[src/rtl/ipdc_param.sv]
// Parametrised image display controller: holds an IMG_W x IMG_H multi-channel image and
// streams a WIN x WIN window (shifted, mirrored or channel-averaged) on a valid-only bus.
module ipdc_param #(
  parameter int IMG_W = 8,
  parameter int IMG_H = 8,
  parameter int WIN   = 4,
  parameter int CH    = 3,
  parameter int BW    = 8
) (
  input  logic             i_clk,
  input  logic             i_rst,
  input  logic             i_op_valid,
  input  logic [2:0]       i_op_mode,
  input  logic             i_in_valid,
  input  logic [CH*BW-1:0] i_in_data,
  output logic             o_op_ready,
  output logic             o_in_ready,
  output logic             o_out_valid,
  output logic [CH*BW-1:0] o_out_data
);
  localparam int XL   = $clog2(IMG_W);
  localparam int YL   = $clog2(IMG_H);
  localparam int WL   = $clog2(WIN);
  localparam int NPIX = IMG_W * IMG_H;
  localparam int WSQ  = WIN * WIN;
  localparam int CL   = 2 * WL + 1;  // window counter; the value WSQ marks "stream finished"
  localparam int AW   = BW + 2 * WL;

  typedef enum logic [1:0] {IDLE, LOAD, DISP, MEAN} state_t;

  state_t           state;
  logic [CH*BW-1:0] mem [NPIX];
  logic [XL-1:0]    ox, nx_ox, rd_ox;
  logic [YL-1:0]    oy, nx_oy, rd_oy;
  logic             mirror, rd_mirror, loaded;
  logic [CL-1:0]    cnt, rd_idx;
  logic [XL+YL-1:0] wr_addr, rd_addr;
  logic [WL-1:0]    rd_row, rd_col;
  logic [AW-1:0]    acc [CH];
  logic [AW-1:0]    sum [CH];
  logic [CH*BW-1:0] rd_pix, mean_pix;

  // Saturating origin update requested by the op currently on the bus.
  always_comb begin
    // NOTE: defaults first so every path assigns each signal and no latch is inferred.
    nx_ox = ox;
    nx_oy = oy;
    case (i_op_mode)
      3'd1: if (int'(ox) + WIN < IMG_W) nx_ox = ox + 1'b1;
      3'd2: if (ox != '0) nx_ox = ox - 1'b1;
      3'd3: if (int'(oy) + WIN < IMG_H) nx_oy = oy + 1'b1;
      3'd4: if (oy != '0) nx_oy = oy - 1'b1;
      3'd7: begin
        nx_ox = '0;
        nx_oy = '0;
      end
      default: ;
    endcase
  end

  // The first window pixel is fetched on the accept edge, so it must see the new origin.
  always_comb begin
    rd_ox     = ox;
    rd_oy     = oy;
    rd_mirror = mirror;
    rd_idx    = cnt;
    if (state == IDLE) begin
      rd_ox     = nx_ox;
      rd_oy     = nx_oy;
      rd_mirror = (i_op_mode == 3'd5);
      rd_idx    = '0;
    end else if (state == LOAD) begin
      rd_ox     = '0;
      rd_oy     = '0;
      rd_mirror = 1'b0;
      rd_idx    = '0;
    end
  end

  assign rd_row  = rd_idx[2*WL-1:WL];
  assign rd_col  = rd_mirror ? ~rd_idx[WL-1:0] : rd_idx[WL-1:0];
  assign rd_addr = {rd_oy + YL'(rd_row), rd_ox + XL'(rd_col)};
  assign rd_pix  = mem[rd_addr];

  always_comb begin
    for (int c = 0; c < CH; c++) begin
      sum[c] = acc[c] + AW'(rd_pix[c*BW +: BW]);
      mean_pix[c*BW +: BW] = BW'(sum[c] >> (2 * WL));
    end
  end

  // NOTE: image storage is deliberately kept out of reset; only control state is cleared.
  always_ff @(posedge i_clk) begin
    if (!i_rst && state == LOAD && i_in_valid && o_in_ready) mem[wr_addr] <= i_in_data;
  end

  // NOTE: all state uses non-blocking assignments so every register updates together at the edge.
  always_ff @(posedge i_clk) begin
    if (i_rst) begin
      state       <= IDLE;
      ox          <= '0;
      oy          <= '0;
      mirror      <= 1'b0;
      loaded      <= 1'b0;
      cnt         <= '0;
      wr_addr     <= '0;
      for (int c = 0; c < CH; c++) acc[c] <= '0;
      o_op_ready  <= 1'b0;
      o_in_ready  <= 1'b0;
      o_out_valid <= 1'b0;
      o_out_data  <= '0;
    end else begin
      case (state)
        IDLE: begin
          if (i_op_valid && o_op_ready) begin
            o_op_ready <= 1'b0;
            if (i_op_mode == 3'd0) begin
              state      <= LOAD;
              o_in_ready <= 1'b1;
              wr_addr    <= '0;
            end else begin
              ox     <= nx_ox;
              oy     <= nx_oy;
              mirror <= (i_op_mode == 3'd5);
              for (int c = 0; c < CH; c++) acc[c] <= '0;
              if (!loaded) begin
                state <= DISP;
                cnt   <= CL'(WSQ);
              end else if (i_op_mode == 3'd6) begin
                state <= MEAN;
                cnt   <= '0;
              end else begin
                state       <= DISP;
                cnt         <= CL'(1);
                o_out_valid <= 1'b1;
                o_out_data  <= rd_pix;
              end
            end
          end else begin
            o_op_ready <= 1'b1;
          end
        end
        LOAD: begin
          if (i_in_valid && o_in_ready) begin
            wr_addr <= wr_addr + 1'b1;
            if (wr_addr == (XL+YL)'(NPIX - 1)) begin
              o_in_ready  <= 1'b0;
              ox          <= '0;
              oy          <= '0;
              mirror      <= 1'b0;
              loaded      <= 1'b1;
              state       <= DISP;
              cnt         <= CL'(1);
              o_out_valid <= 1'b1;
              o_out_data  <= rd_pix;
            end
          end
        end
        DISP: begin
          if (cnt == CL'(WSQ)) begin
            o_out_valid <= 1'b0;
            o_out_data  <= '0;
            o_op_ready  <= 1'b1;
            state       <= IDLE;
          end else begin
            o_out_valid <= 1'b1;
            o_out_data  <= rd_pix;
            cnt         <= cnt + 1'b1;
          end
        end
        MEAN: begin
          if (cnt == CL'(WSQ)) begin
            o_out_valid <= 1'b0;
            o_out_data  <= '0;
            o_op_ready  <= 1'b1;
            state       <= IDLE;
          end else begin
            for (int c = 0; c < CH; c++) acc[c] <= sum[c];
            cnt <= cnt + 1'b1;
            if (cnt == CL'(WSQ - 1)) begin
              o_out_valid <= 1'b1;
              o_out_data  <= mean_pix;
            end
          end
        end
        default: state <= IDLE;
      endcase
    end
  end
endmodule

[config.mk]
export PLATFORM = sky130hd
export DESIGN_NAME = ipdc_param
export DESIGN_NICKNAME = d
export VERILOG_FILES = /design/src/rtl/ipdc_param.sv
export SDC_FILE = /design/constraint.sdc
export NUM_CORES = 2
export LEC_CHECK = 0
export ABC_CLOCK_PERIOD_IN_PS = 6620
export CORE_AREA = 2 2 325 455
export DETAILED_ROUTE_END_ITERATION = 8
export DIE_AREA = 0 0 327 457
export GPL_TIMING_DRIVEN = 1
export PLACE_DENSITY = 0.58
export SLEW_MARGIN = 15
export SYNTH_ARGS = -nofsm -noshare
export SYNTH_HDL_FRONTEND = slang
export SYNTH_SLANG_ARGS = --single-unit
export TNS_END_PERCENT = 5
[constraint.sdc]
create_clock -name i_clk -period 6.62 [get_ports i_clk]
set_clock_uncertainty 0.1 [all_clocks]
set_input_delay 0.662 -clock i_clk [delete_from_list [all_inputs] [get_ports i_clk]]
set_output_delay 0.662 -clock i_clk [all_outputs]
set_load 0.1 [all_outputs]
-- Word level (Yosys, flattened, before mapping)
Memories as Yosys holds them, arrays and structs flattened.
Index checks and enable logic that the tools add are counted.
Widths: inputs -> output; s select.
- memory bits (writable): 1572
- word-level logic and storage cells: 171
- output and inout port bits: 27
- memories kept: 2
- input port bits: 31
- bits in registers: 48
- memories (memory ; words ; bits a word ; read ports ; clocked after memory_dff ; wr ports ; RTL line ; RTL):
    mem ; 64 ; 24 ; 1 ; 0 ; 1 ; 32 ; logic [CH*BW-1:0] mem [NPIX];
    acc ; 3 ; 12 ; 3 ; 0 ; 3 ; 39 ; logic [AW-1:0] acc [CH];
- $add $sub $neg: 13
- bitwise logic cells: 7
- muxes and demuxes: 92
- eq/ne operators: 23
- reduce and logical (&&, ||, !) cells: 21
- order comparisons: 2
- operator list (kind ; number):
    $mux 24 ; 9
    $pmux 24 s4 ; 1
    $mux 12 ; 6
    $mux 3 ; 14
    $add 12x8->12 ; 3
    $mux 1 ; 34
    $mux 5 ; 6
    $mux 6 ; 3
    $pmux 3 s3 ; 2
    $pmux 5 s3 ; 1
    $reduce_and 5->1 ; 3
    $eq 3x3->1 const B ; 4
    $mux 2 ; 6
    $pmux 3 s2 ; 2
    $pmux 6 s2 ; 1
    $ne 2x1->1 const B ; 5
    $add 3x3->4 const B ; 2
    $lt 4x4->1 const B ; 2
    $mux 4 ; 2
    $ne 2x2->1 const B ; 4
    $reduce_and 4->1 ; 2
    $reduce_and 7->1 ; 1
    $add 3x1->3 const B ; 2
    $add 3x2->3 ; 2
    other kinds (25) ; 41

-- Longest topological paths before layout
An unclocked memory read counts as a cell.
- depth in word-level cells: 12
- depth in mapped cells: 31
- mapped depth without buffers: 29

-- Worst setup path after synthesis
No wires, ideal clock.
- path type: input to register
- start: in i_op_mode[2]
- end: reg o_out_data[14]
- library setup time: 0.120 ns
- buffers on the path: 6
- stages on the path: 30
- required time: 6.400 ns
- path slack: -0.140 ns
- arrival time: 6.540 ns
- cells stage by stage: clkbuf_1 -> nor2_1 -> a221oi_1 -> a31oi_1 -> nor4_1 -> a21o_1 -> ha_1 -> inv_1 -> fa_1 -> buf_2 -> buf_2 -> buf_2 -> clkbuf_1 -> clkbuf_1 -> mux4_2 -> nand3_1 -> a21oi_1 -> o21ai_0 -> o211ai_1 -> ha_1 -> fa_1 -> a21o_1 -> a21oi_1 -> nor2b_1 -> o21a_1 -> o41ai_1 -> nand3b_1 -> xor2_1 -> o21ai_0 -> o31a_1
- word-level cells in the longest chain between the ends: 10
- elaborated cells on any way between the ends: 31
- classes of those cells: add/sub (3); eq/ne (9); mux (16); reduce/logical (2); memory (1)
- ends and longest elaborated chain (element ; RTL line ; RTL):
    from (decl) ; 13 ; input logic [2:0] i_op_mode,
    branches (longest 10 deep; another with $mem_v2 64x24) ; -- ;
    to (signal assigned) ; 136 ; o_out_data <= rd_pix;
    to (signal assigned) ; 155 ; o_out_data <= rd_pix;
    to (signal assigned) ; 167 ; o_out_data <= rd_pix;
    to (decl) ; 19 ; output logic [CH*BW-1:0] o_out_data
Several ways; the timed one is not identified. The select of a mux whose other input is x is not followed.
A chain may end at the register's enable or synchronous reset.

-- Final worst setup path
- start: reg ox[0]
- end: reg o_out_data[4]
- word-level cells in the longest chain between the ends: 12
- elaborated cells on any way between the ends: 23
- classes of those cells: add/sub (5); order compare (1); mux (15); reduce/logical (1); memory (1)
- ends and longest elaborated chain (element ; RTL line ; RTL):
    from (decl) ; 33 ; logic [XL-1:0] ox, nx_ox, rd_ox;
    from (signal assigned) ; 122 ; ox <= nx_ox;
    $add 3x3->4 ; 49 ; 3'd1: if (int'(ox) + WIN < IMG_W) nx_ox = ox + 1'b1;
    $lt 4x4->1 ; 49 ;
    $mux 3 ; 49 ;
    $pmux 3 s3 ; 48 ; case (i_op_mode)
    $mux 3 (*) ; 67 ; if (state == IDLE) begin
    $add 3x2->3 (*) ; 82 ; assign rd_addr = {rd_oy + YL'(rd_row), rd_ox + XL'(rd_col)};
    $mem_v2 64x24 (*) ; -- ;
    branches (longest 4 deep; another with $add 12x8->12) ; -- ;
    $pmux 24 s4 (*) ; 113 ; case (state)
Mark *: on every way between the ends. The select of a mux whose other input is x is not followed.

==> flow_metrics.py <==
metrics = {
    "run_status": {
        "status": "finished, final reports clean",
    },
    "cts": {
        "htree_num_levels": 4,
        "cts_tree": "done",
        "cts_buffers": 153,
        "clkTransAtPathRegs_ns": 0.07,
        "clock_latency_ns": 0.80,
        "root_buffer": "clkbuf_16",
        "clock_path_buffers": 3,
        "clock_sinks": 1620,
        "cts.hold.buffers_added": 0,
    },
    "critical_path": {
        "worstPathRequired_ns": 7.25,
        "crit_path_top_delay_cell": "fa_4",
        "critPathLaunchType": "register",
        "crit_type": "reg2reg",
        "crit_path_frequent_cell": "a21o_1",
        "cp.arrival_ns": 7.08,
        "end_kind": "register",
        "r2r_slack_ns": 0.17,
        "crit_fanout": 10,
        "max_stage_delay_ns": 0.95,
    },
    "timing": {
        "worstMarginPinSlew_ns": 1.09,
        "finalMaxSlewViolations": 0,
        "period_minus_slack_ns": 6.45,
        "final-setup-viol-count": 0,
        "slew_headroom_pct": 26.6,
        "finalSetupTns_ns": 0,
        "fmax_mhz": 155,
        "timing_hold_violations_final": 0,
        "hold_slack_ns": 0.360,
        "timing.final.crit_share_pct": 97.5,
        "fin_ws_ns": 0.167,
    },
    "placed_design": {
        "dp_hpwl_um": 125000,
        "gp_congestion": 0.966,
        "dp.cells": 5625,
        "place_ws_ns": -1.47,
        "port_buffers": 57,
    },
    "floorplanning": {
        "coreArea_um2": 146000,
        "ios": 58,
        "die_w_um": 327,
        "start_util_pct": 44.6,
        "rows": 166,
        "die_h_um": 457,
        "die-area_um2": 149000,
    },
    "logic_synthesis": {
        "synth_ff_type": "edfxtp_1",
        "synth_area_leaders": "edfxtp_1 73%, mux4_2 14%, dfxtp_1 1.5%",
        "syn_nets": 3368,
        "synth_common_cells": "1572 x edfxtp_1, 393 x mux4_2, 170 x nor2_1, 115 x nand2_1, 79 x clkbuf_1",
        "ys_seq_area_share_pct": 74.1,
        "async_reset_ff_share_pct": 0,
        "synth_edf_count": 1572,
        "syn_inst": 3295,
        "yosys_warnings": 0,
        "syn_area_um2": 65000,
        "synth_seq_cells": 1620,
        "avgSynthCellArea_um2": 19.7,
        "synth_top_area_cell": "edfxtp_1",
        "synth_top_cell_area_share_pct": 72.7,
        "ys_types": 91,
        "synth.most_common_cell": "edfxtp_1",
    },
    "global_route": {
        "grtUsageTotal_pct": 26.0,
        "grt_pass1_wl_um": 273000,
        "grt_max_degree": 65,
        "grt_overflow_total": 0,
        "antenna_found_initial": 6,
        "grt_pass1_vias": 36275,
    },
    "pwr": {
        "ir_drop_mv": 0.279,
        "p_leak_nw": 25.9,
        "power_density_nw_per_um2": 295,
    },
    "route": {
        "dr_wl_met3_um": 12400,
        "met2_length_um": 98000,
        "drt_iter0_markers": 3798,
        "drt-total-wl_um": 194000,
        "drt-wirelength-per-cell_um": 32.5,
        "ant_nets": 0,
        "dr.pass1.iters": 9,
        "route.detailed.drc": 0,
        "met1_length_um": 71600,
        "via_per_inst": 5.97,
        "top_layer": "met5",
        "num_vias": 35614,
    },
    "cells_and_area": {
        "syn2layout_area_growth_pct": 20.1,
        "drive_gt1_share_pct": 35.6,
        "final_cells": 5966,
        "nNetsFinal": 3974,
    },
    "job": {
        "drv_cap": 0,
    },
    "min_path": {
        "hold_path_class": "in2reg",
    },
}
==> state kept, by name, indices dropped and copies added, names as in the netlist <==
name         flops
mem           1536
acc             36
o_out_data      24
wr_addr          6
cnt              5
ox               3
oy               3
state            2
loaded           1
mirror           1
o_in_ready       1
o_op_ready       1
o_out_valid      1
==> final timing paths <==
| check | endpoint | cells past startpoint | from |
|---|---|---|---|
| worst max-delay path | o_out_data[4] | 30 | ox[0] |
| worst min-delay path | mem[58][17] | 1 | i_in_data[17] |
| worst max register to register | o_out_data[4] | 30 | ox[0] |
| worst min register to register | o_in_ready | 2 | o_in_ready |
==> cells by family after synthesis <==
logic type / count (synthesis) / synth area share [%]
DFF: 1620 / 74.1
and+or+nand+nor: 548 / 4.14
muxes: 456 / 14.6
AOI/OAI and AO/OA: 380 / 4.14
buffers and inverters: 213 / 1.59
adders and majority gates: 42 / 0.867
xor gates and xnor gates: 36 / 0.485
==> worst max-delay path: cells and delay by family (launching register included) <==
family          cells  cell delay [ns]
compound gates     12             2.36
xor+xnor            1             0.15
fa+ha+maj           4             1.58
buf+inv             7             0.98
flops               1             0.33
mux                 1             0.19
simple gates        5             0.69
==> power breakdown <==
group | leakage (nW) | internal [mW] | switching [mW]
sequential | 14.6 | 11.3 | 0.0185
clock | 2.43 | 5.05 | 3.83
combinational | 8.88 | 1.28 | 1.57
==> timing repair <==
item | in CTS | in global routing
setup endpoints to repair | 32 | 33
pin swaps | 28 | 55
cloned | 2 | 2
gates resized for setup | 85 | 85
hold endpoints to repair | 0 | 0
buffers inserted | 24 | 25
==> per-layer routing <==
layer,track usage (%),vias up
met1,32.2,19006
li1,-,14831
met5,0,-
met4,14.4,6
met2,43.8,1411
met3,4.26,360
==> cell usage in the layout (no fill, tap or decap), types with 10 or more instances in the layout <==
cell type        Yosys  final
edfxtp_1          1572   1572
buf_4               21    512
mux4_2             393    393
clkbuf_16            0    161
nand2_1            115    110
nor2_1             170    102
nor2_2               0     68
o21ai_0             72     61
a21oi_1             69     60
and3_1              65     58
nand3_1             58     58
buf_12               0     55
dfxtp_1             48     46
mux2i_1             49     45
clkbuf_1            79     36
a21o_1              33     33
nor3_1              34     30
ha_1                37     30
clkdlybuf4s50_1      0     30
clkinv_1             1     26
clkinv_2             0     24
buf_2               72     24
a211oi_1            44     23
a211oi_2             3     21
xor2_1              21     19
bufinv_16            0     16
nor2b_1             17     15
inv_1               18     15
a31oi_1             14     14
and2_1              14     14
xnor2_1             15     14
o21a_1              13     12
o21ai_1              5     11
o22ai_1             11     11
mux2_2              11     11
or3_1               10     10
a22oi_1             10     10
buf_6                9     10
==> cell type report <==
type,instances,area (um2)
Multi-Input combinational cell,1462,16500
Sequential cell,1620,48200
Antenna cell,5,12.5
Inverter,19,71.3
Clock buffer,195,4110
Tap cell,1932,2420
Clock inverter,88,911
Timing Repair Buffer,645,5800
Fill cell,11245,67600
==> metrics by stage <==
step	power [mW]	cell area [um2]	util, %
floorplan	12.8	65000	-
global placement	14.1	71800	49.3
detailed placement	14.2	71800	49.3
CTS	23.1	77400	53.1
global route	23.6	78000	53.6
finish	23.0	78000	53.6
No activity file was read; power rests on OpenSTA's default activity.
